===== src/rtl/bg_layer_sequencer.sv =====
// bg_layer_sequencer: staggered per-layer line start, per-line pan latching,
// round-robin VRAM fetch-slot rotation, completion tracking and overrun detection
module bg_layer_sequencer #(
  parameter int NUM_LAYERS = 4,
  parameter int PAN_W = 3,
  parameter int STAGGER = 2,
  localparam int IDX_W = $clog2(NUM_LAYERS > 2 ? NUM_LAYERS : 2)
) (
  input  logic                        clk,
  input  logic                        reset,
  input  logic                        lineStarting,
  input  logic [NUM_LAYERS-1:0]       layerEnable,
  input  logic [NUM_LAYERS*PAN_W-1:0] panIn,
  input  logic [NUM_LAYERS-1:0]       layerDone,
  output logic [NUM_LAYERS-1:0]       layerStart,
  output logic [NUM_LAYERS*PAN_W-1:0] panOut,
  output logic [IDX_W-1:0]            fetchSlot,
  output logic [NUM_LAYERS-1:0]       fetchGrant,
  output logic                        lineBusy,
  output logic                        lineOverrun
);
  localparam logic [1:0] S_IDLE = 2'd0, S_SEQ = 2'd1, S_RUN = 2'd2;
  localparam int LAST = (NUM_LAYERS - 1) * STAGGER;
  localparam int CNT_W = $clog2(LAST + 2);
  logic [1:0]                  r_state;
  logic [CNT_W-1:0]            r_cnt;
  logic [NUM_LAYERS-1:0]       r_active, r_started, r_done;
  logic [NUM_LAYERS*PAN_W-1:0] r_pan;
  logic [IDX_W-1:0]            r_slot;
  logic                        r_overrun;
  logic [NUM_LAYERS-1:0]       w_done_nxt, w_start, w_grant;
  logic                        w_busy, w_complete;
  // w_complete looks at this cycle's dones so a simultaneous finish is not an overrun
  always_comb begin
    w_busy = r_state != S_IDLE;
    w_done_nxt = r_done | (layerDone & r_active & r_started & {NUM_LAYERS{w_busy}});
    w_complete = &(w_done_nxt | ~r_active);
  end
  for (genvar k = 0; k < NUM_LAYERS; k++) begin : g_layer
    assign w_start[k] = (r_state == S_SEQ) && (r_cnt == CNT_W'(k * STAGGER)) && r_active[k];
    assign w_grant[k] = (r_slot == IDX_W'(k)) && r_active[k] && r_started[k] && !r_done[k];
  end
  always_ff @(posedge clk) begin
    if (reset) begin
      r_state   <= S_IDLE;
      r_cnt     <= '0;
      r_active  <= '0;
      r_started <= '0;
      r_done    <= '0;
      r_pan     <= '0;
      r_slot    <= '0;
      r_overrun <= 1'b0;
    end else begin
      r_slot    <= (lineStarting || r_slot == IDX_W'(NUM_LAYERS - 1)) ? '0 : r_slot + IDX_W'(1);
      r_overrun <= lineStarting && (r_state == S_SEQ || (r_state == S_RUN && !w_complete));
      for (int k = 0; k < NUM_LAYERS; k++)
        if (lineStarting && layerEnable[k]) r_pan[k*PAN_W +: PAN_W] <= panIn[k*PAN_W +: PAN_W];
      if (lineStarting) begin
        r_state   <= S_SEQ;
        r_cnt     <= '0;
        r_active  <= layerEnable;
        r_started <= '0;
        r_done    <= '0;
      end else begin
        r_done    <= w_done_nxt;
        r_started <= r_started | w_start;
        if (r_state == S_SEQ) begin
          r_cnt   <= r_cnt + CNT_W'(1);
          r_state <= (r_cnt == CNT_W'(LAST)) ? S_RUN : S_SEQ;
        end else if (r_state == S_RUN && w_complete) begin
          r_state <= S_IDLE;
        end
      end
    end
  end
  assign layerStart  = w_start;
  assign panOut      = r_pan;
  assign fetchSlot   = r_slot;
  assign fetchGrant  = w_grant;
  assign lineBusy    = w_busy;
  assign lineOverrun = r_overrun;
endmodule

===== config.mk =====
export PLATFORM = sky130hd
export DESIGN_NAME = bg_layer_sequencer
export DESIGN_NICKNAME = d
export VERILOG_FILES = /design/src/rtl/bg_layer_sequencer.sv
export SDC_FILE = /design/constraint.sdc
export NUM_CORES = 1
export LEC_CHECK = 0
export ABC_AREA = 1
export CAP_MARGIN = 20
export CORE_MARGIN = 5
export CORE_UTILIZATION = 48
export DETAILED_ROUTE_END_ITERATION = 10
export GPL_ROUTABILITY_DRIVEN = 0
export PLACE_DENSITY = 0.84
export SETUP_SLACK_MARGIN = 0.3
export SLEW_MARGIN = 40
export SYNTH_ARGS = -nofsm -noshare
export SYNTH_HDL_FRONTEND = slang
export SYNTH_SLANG_ARGS = --single-unit

===== constraint.sdc =====
create_clock -name clk -period 3.2 [get_ports clk]
set_clock_uncertainty 0.2 [all_clocks]
set_input_delay 0.48 -clock clk [delete_from_list [all_inputs] [get_ports clk]]
set_output_delay 0.48 -clock clk [all_outputs]
set_load 0.005 [all_outputs]

==> reports/qor.txt, run 1 <==
Max Slew Vio Count - 0
GR Overflow Total - 0
Clock-pin transition on the worst setup and hold timing paths - 0.09 ns
Commonest non-fill, non-tap cell in the layout - clkdlybuf4s50_1
Initial DRC count - 35
CTS tree - done
CTS Hold Bufs - 0
Vias/cell - 4.78
Die Span Y - 63.5 um
Type of the tightest min-delay check - flip-flop to flip-flop
Final Util - 69.9%
WHS Path Cells - 2
Synth unique cells - 22
Nets - 258
Root buf cell - clkbuf_4
Worst R2R Start - r_cnt[0]
Post-synthesis sequential area ratio - 46.7%
GRT Util Overall - 15.4%
Power per Cell Area - 406 nW/um2
Core area - 2760 um2
First-pass GRT wire length - 4920 um
H-Tree Depth - 2
Critical path class - flip-flop to primary output
DRC - 0
Die W - 63.5 um
Slew @ Worst Pin - 0.345 ns
Initial antenna violation count - 0
Post-DR wirelength/cell - 11.5 um
Post-Route Setup TNS - 0 ns
First-pass DRT Iterations - 4
Crit Reg-Reg Endpoint - r_started[3]
Max rail drop VDD - 0.359 mV
Synth Instances - 176
Proportion of layout cells with a drive suffix above 1 - 11.8%
Routed WL - 3000 um
FILL cells - 244
Worst Path Max Fanout - 4
Leakage power figure - 0.812 nW
Non-Filler Instances - 260
CP Data Required Time - 2.52 ns
Flop-to-flop setup slack - 1.84 ns
CTS Sinks - 32
IO buf count - 46
Placement Rows - 19
Worst reg2reg path depth - 7
# setup viols final - 0
RSZ-0062 raised after global routing - false
Worst EP arrival - 1.81 ns
Syn Area/Cell - 7.79 um2
Slew HR - 76.9%
Syn Std Cell Area - 1370 um2
HPWL after DPL - 2310 um
Clock Latency Late Sink - 0.34 ns
Min cycle time layout - 2.49 ns
Most frequent cells in the layout - clkdlybuf4s50_1, nor2_1, dfxtp_1, nand2_1, inv_1
Placed Area - 1870 um2
CTS max path bufs - 2
Vias - 1,243
Top-level port count - 47
Placed Instances - 252
Fmax - 401 MHz
Setup Fix Bufs, Post-CTS - 0
Syn. warnings - 0
Area Overhead vs Synth - 40.5%
Hold EP - r_started[0]
Initial Utilization - 49.7%
Total die area - 4030 um2
Setup crit start kind - flip-flop
Synth Net Count - 206
Largest net degree at the start of global routing - 14
Hold_ws - 0.279 ns
Crit. End Element - primary output
Clock buffer count from CTS - 5
Worst Min Path Start - r_started[0]
Gates resized, CTS repair - 0
ANT cells - 0
Setup crit start - r_cnt[0]
Final instance area - 1930 um2
Final hold violation count - 0
Status - completed
Flip-flop and latch count after synthesis - 32
Vias in the first global route - 1,145
Period utilization - 77.9%
ANT nets after route - 0
Max_cap viols - 0
==> registers in the layout (all words and copies together), names as in the netlist <==
| register | count |
|---|---|
| fetchSlot | 2 |
| lineOverrun | 1 |
| r_done | 4 |
| r_cnt | 3 |
| r_started | 4 |
| r_state | 2 |
| panOut | 12 |
| r_active | 4 |
==> power by group <==
part / leakage [nW] / internal [mW] / total, mW / switching, mW
Clock: 0.0380 / 0.104 / 0.240 / 0.135
Sequential: 0.262 / 0.415 / 0.428 / 0.0124
Combinational: 0.512 / 0.0652 / 0.116 / 0.0505
==> cell type report <==
| class | count | area [um2] | share of cell area, % |
|---|---|---|---|
| timing repair buffer | 46 | 460 | 23.9 |
| clock buffer | 6 | 51.3 | 2.66 |
| multi-input combinational | 118 | 629 | 32.7 |
| tap | 31 | 38.8 | 2.01 |
| clock inverter | 2 | 10.0 | 0.519 |
| inverter | 25 | 96.3 | 5.00 |
| sequential | 32 | 641 | 33.2 |
==> synthesized netlist by cell type <==
library cell  number  area share, %
clkbuf_2           1           0.36
inv_1             17            4.7
nand4_1            2           0.91
nand2_2            1           0.46
nor2_2             1           0.46
inv_4              1           0.46
ha_1               7            6.4
a21oi_1           11            4.0
nand2_4            1           0.82
nand3b_4           1            1.5
inv_2              7            1.9
nand2_1           23            6.3
nor2_1            41             11
dfxtp_1           32             47
nor3b_1            1           0.55
nand3_2            5            3.6
o21ai_0           15            5.5
a31o_2             1           0.64
nor2_4             1           0.82
o21a_1             1           0.55
nor3_1             1           0.36
nand3_1            5            1.8
==> worst max-delay path by stage <==
stage                          endpoint  slack [ns]  cells past startpoint
final                     layerStart[3]        0.71                      7
after global routing      layerStart[3]        0.53                      7
after CTS                 layerStart[3]        0.69                      7
after floorplan           layerStart[3]        1.66                      6
after global placement    layerStart[3]        1.12                      7
after detailed placement  layerStart[3]        1.07                      7
==> cell families after synthesis <==
kind of cell | share of synthesized area, %
simple gates | 28.8
flops | 46.7
compound gates | 10.7
buf+inv | 7.39
fa+ha+maj | 6.39
==> critical path, stage by stage, from the launching register on <==
cell and delay, ns:
dfxtp_1 0.33, inv_1 0.11, ha_1 0.18, nand3_1 0.10, nor2_1 0.13, nand2_1 0.08, inv_2 0.06, clkdlybuf4s50_1 0.50
==> stage by stage <==
step	total power [mW]	setup slack (ns)
floorplan	0.485	1.66
global placement	0.551	1.12
detailed placement	0.553	1.07
CTS	0.791	0.688
global route	0.827	0.526
finish	0.783	0.706
==> metal layers <==
layer | track usage, % | vias up | routed length, um
li1 | - | 658 | -
met5 | 0 | - | 0
met4 | 5.97 | 0 | 44
met2 | 26.1 | 42 | 1430
met3 | 8.53 | 6 | 340
met1 | 15.7 | 537 | 1190
Note: power is estimated with default switching activity, not from simulation.
==> run 2: changes to the inputs <==
--- a/config.mk
+++ b/config.mk
@@ -8,10 +8,10 @@
 export ABC_AREA = 1
 export CAP_MARGIN = 20
 export CORE_MARGIN = 5
-export CORE_UTILIZATION = 48
+export CORE_UTILIZATION = 44
 export DETAILED_ROUTE_END_ITERATION = 10
 export GPL_ROUTABILITY_DRIVEN = 0
-export PLACE_DENSITY = 0.84
+export PLACE_DENSITY = 0.78
 export SETUP_SLACK_MARGIN = 0.3
 export SLEW_MARGIN = 40
 export SYNTH_ARGS = -nofsm -noshare
==> constraint.sdc (replaced) <==
create_clock -name clk -period 2.6 [get_ports clk]
set_clock_uncertainty 0.2 [all_clocks]
set_input_delay 0.39 -clock clk [delete_from_list [all_inputs] [get_ports clk]]
set_output_delay 0.39 -clock clk [all_outputs]
set_load 0.005 [all_outputs]
==> run 2 against run 1 <==
Effect of this change: sequential power up 23%; sequential share of layout area down 0.44 points; cell area up 2.1%; first-iteration DRC count up 29%; die area up 7.6%; final cell count up 4.6%; combinational power up 23%; critical path type unchanged; largest cell class unchanged; highest routed layer unchanged.
==> reports/qor.txt, run 2 (same netlist as run 1, synthesis figures left out) <==
Max reg flops - 12
Routed WL - 3000 um
CTS max path bufs - 2
H-Tree Depth - 2
Flop-to-flop setup slack - 1.29 ns
Final total power - 0.979 mW
DRC - 0
Slew @ Worst Pin - 0.326 ns
Clock Latency Late Sink - 0.33 ns
Fmax - 454 MHz
Commonest non-fill, non-tap cell in the layout - clkdlybuf4s50_1
CP dominant cell by count - inv_2
Leakage power figure - 0.850 nW
Post-DR wirelength/cell - 11.0 um
Largest net degree at the start of global routing - 14
Proportion of layout cells with a drive suffix above 1 - 14.9%
Critical path class - flip-flop to primary output
HPWL after DPL - 2390 um
Min cycle time layout - 2.20 ns
Vias/cell - 4.49
GR Overflow Total - 0
Worst EP arrival - 1.61 ns
CTS Sinks - 32
Max rail drop VDD - 0.402 mV
CP peak stage delay - 0.50 ns
RSZ-0062 raised after global routing - false
Initial antenna violation count - 0
Top-level port count - 47
# setup viols final - 0
Period utilization - 84.6%
Type of the tightest min-delay check - flip-flop to flip-flop
ANT nets after route - 0
Status - completed
Worst Path Max Fanout - 4
Total die area - 4330 um2
Area Overhead vs Synth - 43.5%
FILL cells - 267
Footprint of the multi-input gates - 642 um2
Power per Cell Area - 497 nW/um2
GRT Util Overall - 15.0%
Vias - 1,220
Root buf cell - clkbuf_4
CTS tree - done
First-pass DRT Iterations - 4
CP cell instances - inv_2 -> ha_1 -> nand4_1 -> inv_2 -> clkdlybuf4s50_1
Setup Fix Bufs, Post-CTS - 0
Clock buffer count from CTS - 5
Core area - 3030 um2
Placement Rows - 20
Vias in the first global route - 1,128
CP Data Required Time - 2.01 ns
Crit. End Element - primary output
Clock-pin transition on the worst setup and hold timing paths - 0.09 ns
Die Span Y - 65.8 um
Initial DRC count - 45
Nets - 258
Post-Route Setup TNS - 0 ns
ANT cells - 0
Initial Utilization - 45.3%
Max Slew Vio Count - 0
Reg area - 646 um2
Slew HR - 78.2%
Final hold violation count - 0
First-pass GRT wire length - 4900 um
CP max stage cell - clkdlybuf4s50_1
IO buf count - 46
CTS Hold Bufs - 0
Max_cap viols - 0
Most frequent cells in the layout - clkdlybuf4s50_1, nor2_1, dfxtp_1, nand2_1, inv_1
Setup crit start kind - flip-flop
Die W - 65.8 um
[run 2: area by class of cell]
type,count,share of cell area [%]
inverters,25,4.90
repair buffers,46,23.6
clock buffers,7,3.31
flip-flops and latches,32,32.8
well taps,44,2.80
multi-input cells,118,32.6
[run 2: worst paths after layout]
kind,start,endpoint,depth (start not counted)
hold reg to reg,fetchSlot[0],fetchSlot[0],1
hold / removal,fetchSlot[0],fetchSlot[0],1
setup / recovery,r_cnt[0],layerStart[0],5
setup reg to reg,r_cnt[0],r_started[3],7
[run 2: power breakdown]
part	switching (mW)	leakage, nW	internal, mW
clock network	0.155	0.0374	0.153
logic	0.0622	0.550	0.0811
registers	0.0154	0.263	0.512
total	0.233	0.850	0.746
[run 2: critical path, delay by kind of cell, from the launching register on]
family                     cells  cell delay, ns
buffers and inverters          3            0.65
DFF                            1            0.33
and+or+nand+nor                1            0.13
adders and majority gates      1            0.18
[run 2: routing by layer]
metal  GRT usage (%)  vias up  part of all wire [%]
li1                -      663                     -
met1            17.5      526                    45
met2            24.3       26                    48
met3            5.44        5                   4.9
met4            6.99        0                   2.0
met5               0        -                     0
[run 2: stage by stage]
step | hold WS, ns | utilization, % | setup WS, ns | instances | cell area [um2]
6_report | 0.268 | 65.0 | 0.400 | 272 | 1970
5_1_grt | 0.303 | 65.0 | 0.302 | 272 | 1970
4_1_cts | 0.283 | 64.4 | 0.320 | 272 | 1950
3_5_place_dp | 0.262 | 62.1 | 0.579 | 265 | 1880
3_3_place_gp | 0.251 | 62.1 | 0.607 | 265 | 1880
2_1_floorplan | 0.239 | - | 1.15 | 176 | 1370
[run 2: repair_timing]
item / CTS / global route
gates resized for setup: 4 / 8
endpoints found under the setup margin: 2 / 4
pin swaps: 1 / 1
